[src/rtl/stopwatch_pkg.sv]
// Shared widths, default moduli and FSM encoding for the stopwatch time counter.
package stopwatch_pkg;

  localparam int MSEC_W = 7;
  localparam int SEC_W  = 6;
  localparam int MIN_W  = 6;
  localparam int HOUR_W = 5;

  localparam int MSEC_MAX_DEF = 100;
  localparam int SEC_MAX_DEF  = 60;
  localparam int MIN_MAX_DEF  = 60;
  localparam int HOUR_MAX_DEF = 24;

  localparam logic [1:0] ST_STOP  = 2'd0;
  localparam logic [1:0] ST_RUN   = 2'd1;
  localparam logic [1:0] ST_CLEAR = 2'd2;

  typedef struct packed {
    logic [HOUR_W-1:0] hours;
    logic [MIN_W-1:0]  mins;
    logic [SEC_W-1:0]  secs;
    logic [MSEC_W-1:0] msecs;
  } sw_time_t;

endpackage

[src/rtl/stopwatch_time_counter_mod_n_counter.sv]
// Modulo-N up counter with synchronous clear and a combinational carry-out
// that fires on the increment which wraps N-1 back to 0.
module mod_n_counter #(
  parameter int N     = 10,
  parameter int WIDTH = 4
) (
  input  logic             clk,
  input  logic             rst,
  input  logic             i_inc,
  input  logic             i_clr,
  output logic [WIDTH-1:0] o_cnt,
  output logic             o_carry
);

  logic [WIDTH-1:0] cnt;
  logic             at_max;

  assign at_max  = (cnt == WIDTH'(N - 1));
  assign o_carry = i_inc && at_max;
  assign o_cnt   = cnt;

  always_ff @(posedge clk or posedge rst) begin
    if (rst) begin
      cnt <= '0;
    end else if (i_clr) begin
      cnt <= '0;
    end else if (i_inc) begin
      cnt <= at_max ? '0 : cnt + WIDTH'(1);
    end
  end

endmodule

[src/rtl/stopwatch_time_counter.sv]
// Stopwatch time keeper: run/stop/clear FSM driving a cascade of modulo counters.
// Optional lap hold display freeze is enabled with `define STOPWATCH_LAP_HOLD_EN.
module stopwatch_time_counter
  import stopwatch_pkg::*;
#(
  parameter int MSEC_MAX = MSEC_MAX_DEF,
  parameter int SEC_MAX  = SEC_MAX_DEF,
  parameter int MIN_MAX  = MIN_MAX_DEF,
  parameter int HOUR_MAX = HOUR_MAX_DEF
) (
  input  logic              clk,
  input  logic              rst,
  input  logic              i_tick_100hz,
  input  logic              i_run_stop,
  input  logic              i_clear,
`ifdef STOPWATCH_LAP_HOLD_EN
  input  logic              i_lap,
`endif
  output logic [MSEC_W-1:0] o_msec,
  output logic [SEC_W-1:0]  o_sec,
  output logic [MIN_W-1:0]  o_min,
  output logic [HOUR_W-1:0] o_hour,
  output logic              o_running
);

  logic [1:0]        state;
  logic [1:0]        state_next;
  logic              running;
  logic              count_en;
  logic              clr_fields;
  logic              msec_carry;
  logic              sec_carry;
  logic              min_carry;
  logic              hour_carry_unused;
  logic [MSEC_W-1:0] msec_cnt;
  logic [SEC_W-1:0]  sec_cnt;
  logic [MIN_W-1:0]  min_cnt;
  logic [HOUR_W-1:0] hour_cnt;
  sw_time_t          live;
  sw_time_t          shown;

  // Clear wins over run/stop while stopped; inputs are ignored in CLEAR.
  always_comb begin
    state_next = state;
    case (state)
      ST_STOP: begin
        if (i_clear) begin
          state_next = ST_CLEAR;
        end else if (i_run_stop) begin
          state_next = ST_RUN;
        end
      end
      ST_RUN: begin
        if (i_run_stop) begin
          state_next = ST_STOP;
        end
      end
      ST_CLEAR: state_next = ST_STOP;
      default:  state_next = ST_STOP;
    endcase
  end

  always_ff @(posedge clk or posedge rst) begin
    if (rst) begin
      state   <= ST_STOP;
      running <= 1'b0;
    end else begin
      state   <= state_next;
      running <= (state_next == ST_RUN);
    end
  end

  // A tick arriving with a stop pulse in RUN is still counted.
  assign count_en   = (state == ST_RUN) && i_tick_100hz;
  assign clr_fields = (state == ST_CLEAR);

  mod_n_counter #(.N(MSEC_MAX), .WIDTH(MSEC_W)) u_msec (
    .clk     (clk),
    .rst     (rst),
    .i_inc   (count_en),
    .i_clr   (clr_fields),
    .o_cnt   (msec_cnt),
    .o_carry (msec_carry)
  );

  mod_n_counter #(.N(SEC_MAX), .WIDTH(SEC_W)) u_sec (
    .clk     (clk),
    .rst     (rst),
    .i_inc   (msec_carry),
    .i_clr   (clr_fields),
    .o_cnt   (sec_cnt),
    .o_carry (sec_carry)
  );

  mod_n_counter #(.N(MIN_MAX), .WIDTH(MIN_W)) u_min (
    .clk     (clk),
    .rst     (rst),
    .i_inc   (sec_carry),
    .i_clr   (clr_fields),
    .o_cnt   (min_cnt),
    .o_carry (min_carry)
  );

  mod_n_counter #(.N(HOUR_MAX), .WIDTH(HOUR_W)) u_hour (
    .clk     (clk),
    .rst     (rst),
    .i_inc   (min_carry),
    .i_clr   (clr_fields),
    .o_cnt   (hour_cnt),
    .o_carry (hour_carry_unused)
  );

  assign live = {hour_cnt, min_cnt, sec_cnt, msec_cnt};

`ifdef STOPWATCH_LAP_HOLD_EN
  logic     hold;
  sw_time_t cap;

  // Lap freezes the display only; the live counters keep running underneath.
  always_ff @(posedge clk or posedge rst) begin
    if (rst) begin
      hold <= 1'b0;
      cap  <= '0;
    end else if (state == ST_CLEAR) begin
      hold <= 1'b0;
    end else if (state == ST_RUN && i_run_stop) begin
      hold <= 1'b0;
    end else if (state == ST_RUN && i_lap) begin
      hold <= !hold;
      if (!hold) begin
        cap <= live;
      end
    end
  end

  assign shown = hold ? cap : live;
`else
  assign shown = live;
`endif

  assign {o_hour, o_min, o_sec, o_msec} = shown;
  assign o_running = running;

endmodule

[config.mk]
export PLATFORM = sky130hd
export DESIGN_NAME = stopwatch_time_counter
export DESIGN_NICKNAME = d
export VERILOG_FILES = /design/src/rtl/stopwatch_pkg.sv /design/src/rtl/stopwatch_time_counter_mod_n_counter.sv /design/src/rtl/stopwatch_time_counter.sv
export SDC_FILE = /design/constraint.sdc
export NUM_CORES = 1
export LEC_CHECK = 0
export CORE_ASPECT_RATIO = 0.75
export CORE_MARGIN = 4
export CORE_UTILIZATION = 55
export CTS_BUF_LIST = sky130_fd_sc_hd__clkbuf_16
export CTS_CLUSTER_SIZE = 10
export DETAILED_ROUTE_END_ITERATION = 8
export GPL_TIMING_DRIVEN = 0
export PLACE_DENSITY = 0.84
export REMOVE_ABC_BUFFERS = 1
export SLEW_MARGIN = 5
export SYNTH_ARGS = -nofsm -noshare
export SYNTH_HDL_FRONTEND = slang
export SYNTH_HIERARCHICAL = 1
export SYNTH_SLANG_ARGS = --single-unit
[constraint.sdc]
create_clock -name clk -period 5.9 [get_ports clk]
set_input_delay 1.475 -clock clk [delete_from_list [all_inputs] [get_ports clk]]
set_output_delay 1.475 -clock clk [all_outputs]
set_load 0.02 [all_outputs]
After elaboration in Yosys (flattened, before gate mapping)
Index checks and enable logic that the tools add are counted.
{"block": "classes", "addsub": 4, "mul": 0, "n_div": 0, "n_lt_le_gt_ge": 0, "n_eq_ne": 7, "shift": 0, "mux": 16, "n_bitwise": 0, "reduce_logical": 9}
{"operator": "6-bit 2-to-1 mux", "n": 6}
{"operator": "7-bit 2-to-1 mux", "n": 3}
{"operator": "5-bit 2-to-1 mux", "n": 3}
{"operator": "6-bit by 1-bit adder with 6-bit output (second input constant)", "n": 2}
{"operator": "6-bit equality test (second input constant)", "n": 2}
{"operator": "2-bit nonzero test", "n": 4}
{"operator": "7-bit by 1-bit adder with 7-bit output (second input constant)", "n": 1}
{"operator": "7-bit equality test (second input constant)", "n": 1}
{"operator": "2-bit 2-to-1 mux", "n": 3}
{"operator": "5-bit by 1-bit adder with 5-bit output (second input constant)", "n": 1}
{"operator": "5-bit equality test (second input constant)", "n": 1}
{"operator": "2-bit by 1-bit equality test with 1-bit output (second input constant)", "n": 2}
{"operator": "1-bit logical AND", "n": 4}
{"operator": "2-bit one-hot mux with 2 select lines", "n": 1}
{"operator": "2-bit equality test (second input constant)", "n": 1}
{"operator": "2-bit logical NOT", "n": 1}
{"block": "word_totals", "regBits": 27, "latchBits": 0, "mem_bits_rw": 0, "mem_bits_ro": 0, "out_inout_bits": 25, "wordCells": 42, "memories": 0}

Logic depth before layout (Yosys ltp)
Gate-level depths: netlist of run 1.
{"block": "logic_depth", "word_depth": 7, "ltp_mapped": 11, "ltp_nobuf": 10}

Cells and area by module
The synthesis of run 1 kept the hierarchy.
{"mod": "mod_n_counter at u_min ...", "instances": 2, "cells_per_inst": 38, "area_per_inst_um2": 359.1}
{"mod": "mod_n_counter at u_msec", "instances": 1, "cells_per_inst": 42, "area_per_inst_um2": 400.4}
{"mod": "mod_n_counter at u_hour", "instances": 1, "cells_per_inst": 24, "area_per_inst_um2": 274.0}
{"mod": "stopwatch_time_counter", "instances": 1, "cells_per_inst": 12, "area_per_inst_um2": 128.9}

Least setup slack after synthesis of run 1
No wires, ideal clock.
{"block": "synth_timing", "kind": "input port to flip-flop", "startpoint": "in i_tick_100hz", "endpoint": "reg u_hour.cnt[4], in the netlist u_hour/o_cnt[4]", "setup_time_ns": 0.079, "t_arrival_ns": 3.561, "setup_slack_ns": 2.260, "cell_stages": 11, "path_buffers": 2, "cell_sequence": "nand2_1 nor2_1 buf_2 and2_1 nand2_1 nor3b_1 nand2_1 nor3b_1 clkbuf_2 and3_2 mux2i_1"}
{"block": "synth_via", "elab_chain_len": 5}
{"element": "start, declared", "line": "stopwatch_time_counter.sv:13", "text": "input logic i_tick_100hz,"}
{"element": "1-bit logical AND", "line": "stopwatch_time_counter.sv:74", "text": "assign count_en = (state == ST_RUN) && i_tick_100hz;"}
{"element": "net count_en", "line": "stopwatch_time_counter.sv:29", "text": "logic count_en;"}
{"element": "1-bit logical AND", "line": "stopwatch_time_counter_mod_n_counter.sv:19", "text": "assign o_carry = i_inc && at_max;"}
{"element": "net msec_carry", "line": "stopwatch_time_counter.sv:31", "text": "logic msec_carry;"}
{"element": "1-bit logical AND", "line": "stopwatch_time_counter_mod_n_counter.sv:19"}
{"element": "net sec_carry", "line": "stopwatch_time_counter.sv:32", "text": "logic sec_carry;"}
{"element": "1-bit logical AND", "line": "stopwatch_time_counter_mod_n_counter.sv:19"}
{"element": "net min_carry", "line": "stopwatch_time_counter.sv:33", "text": "logic min_carry;"}
{"element": "2-bit nonzero test (no source line)"}
{"element": "end signal, assigned", "line": "stopwatch_time_counter_mod_n_counter.sv:28", "text": "cnt <= at_max ? '0 : cnt + WIDTH'(1);"}
{"element": "end, declared", "line": "stopwatch_time_counter_mod_n_counter.sv:15", "text": "logic [WIDTH-1:0] cnt;"}
The timed path passes the listed nets, and every way through them passes these cells.
A chain may end at the register's enable or synchronous reset.

Worst setup path in the final report of run 1
Ends and elaborated chain as after synthesis.

==> impl_metrics.env, run 1 <==
export IMPL_status="complete, no violations"
export IMPL_drc_errors=0
export IMPL_syn_cell_area_um2=1510
export IMPL_yosysWarnings=6
export IMPL_finalHoldViolCount=0
export IMPL_setup_violations=0
export IMPL_skew_ns=0.00229
export IMPL_die_y_um=53.4
export IMPL_cts_tree="built"
export IMPL_gr_total_overflow=0
export IMPL_hold_class="reg2reg"
export IMPL_die_width_um=68.6
export IMPL_antenna_cells=0
export IMPL_first_global_vias=1219
export IMPL_p_switching_w=0.000111
export IMPL_ios=30
export IMPL_drv_cap=0
export IMPL_p_seq_frac=0.480
export IMPL_worst_slew_pin_slew_ns=0.902
export IMPL_viasPerCell=5.61
export IMPL_clkSlewWorstSetupHoldPaths_ns=0.07
export IMPL_relSlewSlack=0.397
export IMPL_cp_required_ns=6.09
export IMPL_power_density_nw_per_um2=221
export IMPL_cp_max_fo=11
export IMPL_fmax_ghz=0.201
export IMPL_combPwrFrac=0.153
export IMPL_swShare=0.261
export IMPL_wl_per_cell_um=15.1
export IMPL_placementRows=16
export IMPL_initial_core_util=0.577
export IMPL_clock_path_buffers=2
export IMPL_rsz0062_at_grt="false"
export IMPL_clkPwrFrac=0.367
export IMPL_numCtsBuffers=3
export IMPL_grt_max_degree=29
export IMPL_worstPathArrival_ns=5.16
export IMPL_dpl_hpwl_mm=2.33
export IMPL_cts_sinks=27
export IMPL_fin_ws_ns=0.929
export IMPL_finalSetupTns_ns=0
export IMPL_ctsResizeCount=0
export IMPL_syn_instance_count=153
export IMPL_htreeDepth=1
export IMPL_nets=194
export IMPL_via_count=1235
export IMPL_post_route_util=0.732
export IMPL_start_kind="input pin"
export IMPL_grt_antenna_before_repair=0
export IMPL_power_w=0.000424
export IMPL_portBuffers=29
export IMPL_postCtsSetupBuffers=0
export IMPL_worst_setup_path_end_kind="flop"
export IMPL_min_period_ns=4.97
export IMPL_holdBufCountCts=0
export IMPL_avgSynthCellArea_um2=9.89
export IMPL_die_area_um2=3660
export IMPL_cts_root_buf="clkbuf_16"
export IMPL_leakagePower_nw=0.814
export IMPL_insertion_delay_ns=0.26
export IMPL_dr_first_iter_drc_count=85
export IMPL_dr_pass1_iters=4
export IMPL_critPathKind="in2reg"
export IMPL_internal_power_w=0.000313
export IMPL_core_area_um2=2620
export IMPL_grt_use_total=0.209
export IMPL_drive_gt1_frac=0.130
export IMPL_grt_pass1_wl_mm=5.57
export IMPL_vdd_drop_max_mv=0.175
export IMPL_wirelength_mm=3.32
export IMPL_drtAntennaViolNets=0
export IMPL_fillerInstances=189
export IMPL_pre_cts_ws_ns=0.702
export IMPL_gp_congestion=0.831
export IMPL_finalCritPeriodShare=0.843
export IMPL_area_delta_synth_final_pct=27.0
export IMPL_slew_viol_final=0
==> final cells by class <==
cell class / count / area (µm²) / share of cell area
inverters: 9 / 33.8 / 0.0176
well taps: 36 / 45.0 / 0.0235
clock buffers: 3 / 75.1 / 0.0391
clock inverters: 1 / 7.51 / 0.00391
flip-flops and latches: 27 / 676 / 0.352
repair buffers: 29 / 290 / 0.151
multi-input cells: 115 / 793 / 0.413
==> metal layers <==
layer	up-vias	wire length, µm	global-route usage
li1	607	-	-
met1	586	1520	0.254
met2	34	1640	0.358
met3	8	124	0.0552
met4	0	29	0.0660
met5	-	0	0
==> placed cells by master, fill, tap and decap left out, types with 5 or more instances in the layout <==
master and count:
a21oi_1 6, dfrtp_1 27, nand4_1 5, clkdlybuf4s50_1 29, inv_1 9, nand2_1 17
o21ai_0 8, mux2i_1 9, nor2_1 10, nand2b_1 6, nor3b_1 5
==> power groups by stage <==
stage | clock network (W) | logic [W] | registers (W)
4_1_cts | 0.000158 | 0.0000643 | 0.000203
6_report | 0.000156 | 0.0000650 | 0.000203
2_1_floorplan | 0 | 0.0000318 | 0.000212
3_3_place_gp | 0 | 0.0000609 | 0.000205
5_1_grt | 0.000167 | 0.0000706 | 0.000205
3_5_place_dp | 0 | 0.0000633 | 0.000207
==> state kept, by name, summed over array words and instances, names as in the netlist <==
signal and flops:
state 2, u_sec/o_cnt 6, o_running 1, u_msec/o_cnt 7
u_min/o_cnt 6, u_hour/o_cnt 5
==> worst max-delay path, stage by stage <==
cell and delay, ns:
clkdlybuf4s50_1 0.46, nand2_1 0.05, nor2_1 0.49, and2_1 0.38, nand2_1 0.14, nor3b_1 0.76, nand2_1 0.22, nor3b_1 0.68
and3_2 0.30, mux2i_1 0.19
==> through the flow <==
| step | std cells | cell area [µm²] | hold slack, ns |
|---|---|---|---|
| floorplan | 151 | 1500 | 0.452 |
| global placement | 216 | 1840 | 0.472 |
| detailed placement | 216 | 1840 | 0.488 |
| CTS | 220 | 1920 | 0.497 |
| global route | 220 | 1920 | 0.544 |
| finish | 220 | 1920 | 0.493 |
==> final timing paths <==
| check | startpoint | endpoint | slack, ns | cells after the start |
|---|---|---|---|---|
| max in group asynchronous | rst | u_msec/o_cnt[3] | 4.10 | 2 |
| min in group asynchronous | rst | state[1] | 1.52 | 2 |
| max | i_tick_100hz | u_hour/o_cnt[4] | 0.93 | 10 |
| max reg2reg | state[0] | u_hour/o_cnt[4] | 2.20 | 9 |
| min | state[1] | o_running | 0.49 | 1 |
| min reg2reg | state[1] | o_running | 0.49 | 1 |
Note: power is estimated with default switching activity, not from simulation.
==> run 2, diff against run 1 <==
- CORE_UTILIZATION: 55 -> 51
- PLACE_DENSITY: 0.84 -> 0.79
- clock period: 5.9 -> 4.6 ns (I/O delays scaled with it)
==> impl_metrics.env, run 2 (synthesis results as in run 1) <==
export IMPL_drc_errors=0
export IMPL_rr_worst_depth=9
export IMPL_core_area_um2=2720
export IMPL_die_y_um=55.2
export IMPL_skew_ns=0.00182
export IMPL_clkSlewWorstSetupHoldPaths_ns=0.06
export IMPL_grt_met3_usage=0.0487
export IMPL_worstReg2RegEnd="u_hour/o_cnt[4]"
export IMPL_worst_setup_path_end_kind="flop"
export IMPL_placementRows=16
export IMPL_finalHoldViolCount=0
export IMPL_grt_met2_usage=0.348
export IMPL_postCtsSetupBuffers=0
export IMPL_pre_cts_ws_ns=-0.269
export IMPL_ios=30
export IMPL_cp_max_fo=11
export IMPL_cp_endpoint="u_hour/o_cnt[4]"
export IMPL_hold_class="reg2reg"
export IMPL_r2r_start="state[0]"
export IMPL_rsz0062_at_grt="false"
export IMPL_clkPwrFrac=0.362
export IMPL_mostFrequentLayoutCell="clkdlybuf4s50_1"
export IMPL_viasPerCell=5.68
export IMPL_area_delta_synth_final_pct=27.5
export IMPL_swShare=0.253
export IMPL_grt_antenna_before_repair=0
export IMPL_slew_viol_final=0
export IMPL_dpl_hpwl_mm=2.47
export IMPL_cp_slowest_stage_delay_ns=0.49
export IMPL_numCtsBuffers=3
export IMPL_combPwrFrac=0.152
export IMPL_met1_usage=0.250
export IMPL_clock_path_buffers=2
export IMPL_cp_startpoint="i_tick_100hz"
export IMPL_worst_slew_pin_slew_ns=0.631
export IMPL_dr_first_iter_drc_count=51
export IMPL_die_area_um2=3910
export IMPL_first_global_vias=1243
export IMPL_cp_required_ns=4.79
export IMPL_cts_sinks=27
export IMPL_leakagePower_nw=0.818
export IMPL_cts_tree="built"
export IMPL_gr_total_overflow=0
export IMPL_p_seq_frac=0.486
export IMPL_start_kind="input pin"
export IMPL_nets=194
export IMPL_drv_cap=0
export IMPL_drtAntennaViolNets=0
export IMPL_wirelength_mm=3.37
export IMPL_fmax_ghz=0.248
export IMPL_dr_pass1_iters=4
export IMPL_htreeDepth=1
export IMPL_gp_congestion=0.792
export IMPL_relSlewSlack=0.578
export IMPL_antenna_cells=0
export IMPL_internal_power_w=0.000401
export IMPL_power_density_nw_per_um2=278
export IMPL_grt_busiest_layer="met2"
export IMPL_holdBufCountCts=0
export IMPL_min_period_ns=4.04
export IMPL_vdd_drop_max_mv=0.204
export IMPL_critPathKind="in2reg"
export IMPL_r2r_slack_ns=1.52
export IMPL_slowest_stage="nor2_1"
export IMPL_setup_violations=0
export IMPL_p_switching_w=0.000136
export IMPL_grt_use_total=0.195
export IMPL_drive_gt1_frac=0.141
export IMPL_die_width_um=70.9
export IMPL_power_w=0.000536
export IMPL_grt_pass1_wl_mm=5.88
export IMPL_insertion_delay_ns=0.26
export IMPL_status="complete, no violations"
export IMPL_cts_root_buf="clkbuf_16"
export IMPL_portBuffers=29
export IMPL_fin_ws_ns=0.564
export IMPL_fillerInstances=215
export IMPL_worstPathArrival_ns=4.22
export IMPL_layout_common_cells="clkdlybuf4s50_1, dfrtp_1, nand2_1, nor2_1"
export IMPL_initial_core_util=0.556
export IMPL_finalCritPeriodShare=0.877
export IMPL_cp_cell_sequence="clkdlybuf4s50_1 > nand2_1 > nor2_1 > and2_1 > nand2_1 > nor3b_2 > nand2_1 > nor3b_2 > and3_2 > mux2i_1"
export IMPL_crit_top_cell="nand2_1"
export IMPL_largest_reg_flops=7
export IMPL_grt_max_degree=29
export IMPL_post_route_util=0.708
export IMPL_via_count=1249
export IMPL_wl_per_cell_um=15.3
[run 2: cell types whose count changed in the layout (fill, tap and decap cells not counted), sizes merged]
| cell | change |
|---|---|
| clkinv | +1 |
| clkinvlp | -1 |
[run 2: worst min-delay path by stage]
stage / start / to / slack (ns) / depth (start not counted)
2_1_floorplan: state[0] / state[1] / 0.45 / 1
3_3_place_gp: state[0] / state[1] / 0.47 / 1
3_5_place_dp: state[1] / o_running / 0.48 / 1
4_1_cts: state[1] / o_running / 0.49 / 1
5_1_grt: state[1] / o_running / 0.51 / 1
6_report: state[1] / o_running / 0.49 / 1
[run 2: critical path, delay by kind of cell]
family                 cells  cell delay (ns)
buffers and inverters      1             0.46
muxes                      1             0.17
and+or+nand+nor            8             2.44
[run 2: area by class of cell]
class                      count  area (µm²)  share of cell area
clock buffer                   3        75.1              0.0389
inverter                       9        33.8              0.0175
tap                           36        45.0              0.0234
sequential                    27         676               0.350
multi-input combinational    115         803               0.417
timing repair buffer          29         290               0.151
clock inverter                 1        5.00             0.00260
[run 2: per-layer routing]
metal,vias to the layer above,routed length [µm]
li1,608,-
met1,607,1600
met2,32,1630
met3,2,135
met4,0,7
met5,-,0
[run 2: power by group through the flow]
stage / clock network [W] / logic, W / registers (W)
finish: 0.000194 / 0.0000814 / 0.000261
floorplan: 0 / 0.0000407 / 0.000272
global route: 0.000210 / 0.0000895 / 0.000262
detailed placement: 0 / 0.0000823 / 0.000265
global placement: 0 / 0.0000791 / 0.000264
CTS: 0.000199 / 0.0000826 / 0.000261
[run 2: per-stage QoR]
| step | instance area [µm²] | std cells | setup TNS, ns | hold WS, ns |
|---|---|---|---|---|
| floorplan | 1500 | 151 | 0 | 0.452 |
| global placement | 1840 | 216 | -0.255 | 0.468 |
| detailed placement | 1840 | 216 | -0.959 | 0.483 |
| CTS | 1920 | 220 | 0 | 0.494 |
| global route | 1930 | 220 | 0 | 0.513 |
| finish | 1930 | 220 | 0 | 0.495 |
[run 2: timing repair]
action,4_1_cts,5_1_grt
setup endpoints to repair,1,3
resized for setup,1,1
gates cloned,0,0
==> run 3, diff against run 2 <==
- SLEW_MARGIN: 5 -> not set
==> results of run 3 <==
No change in the layout: final DEF, timing and power equal those of run 2.
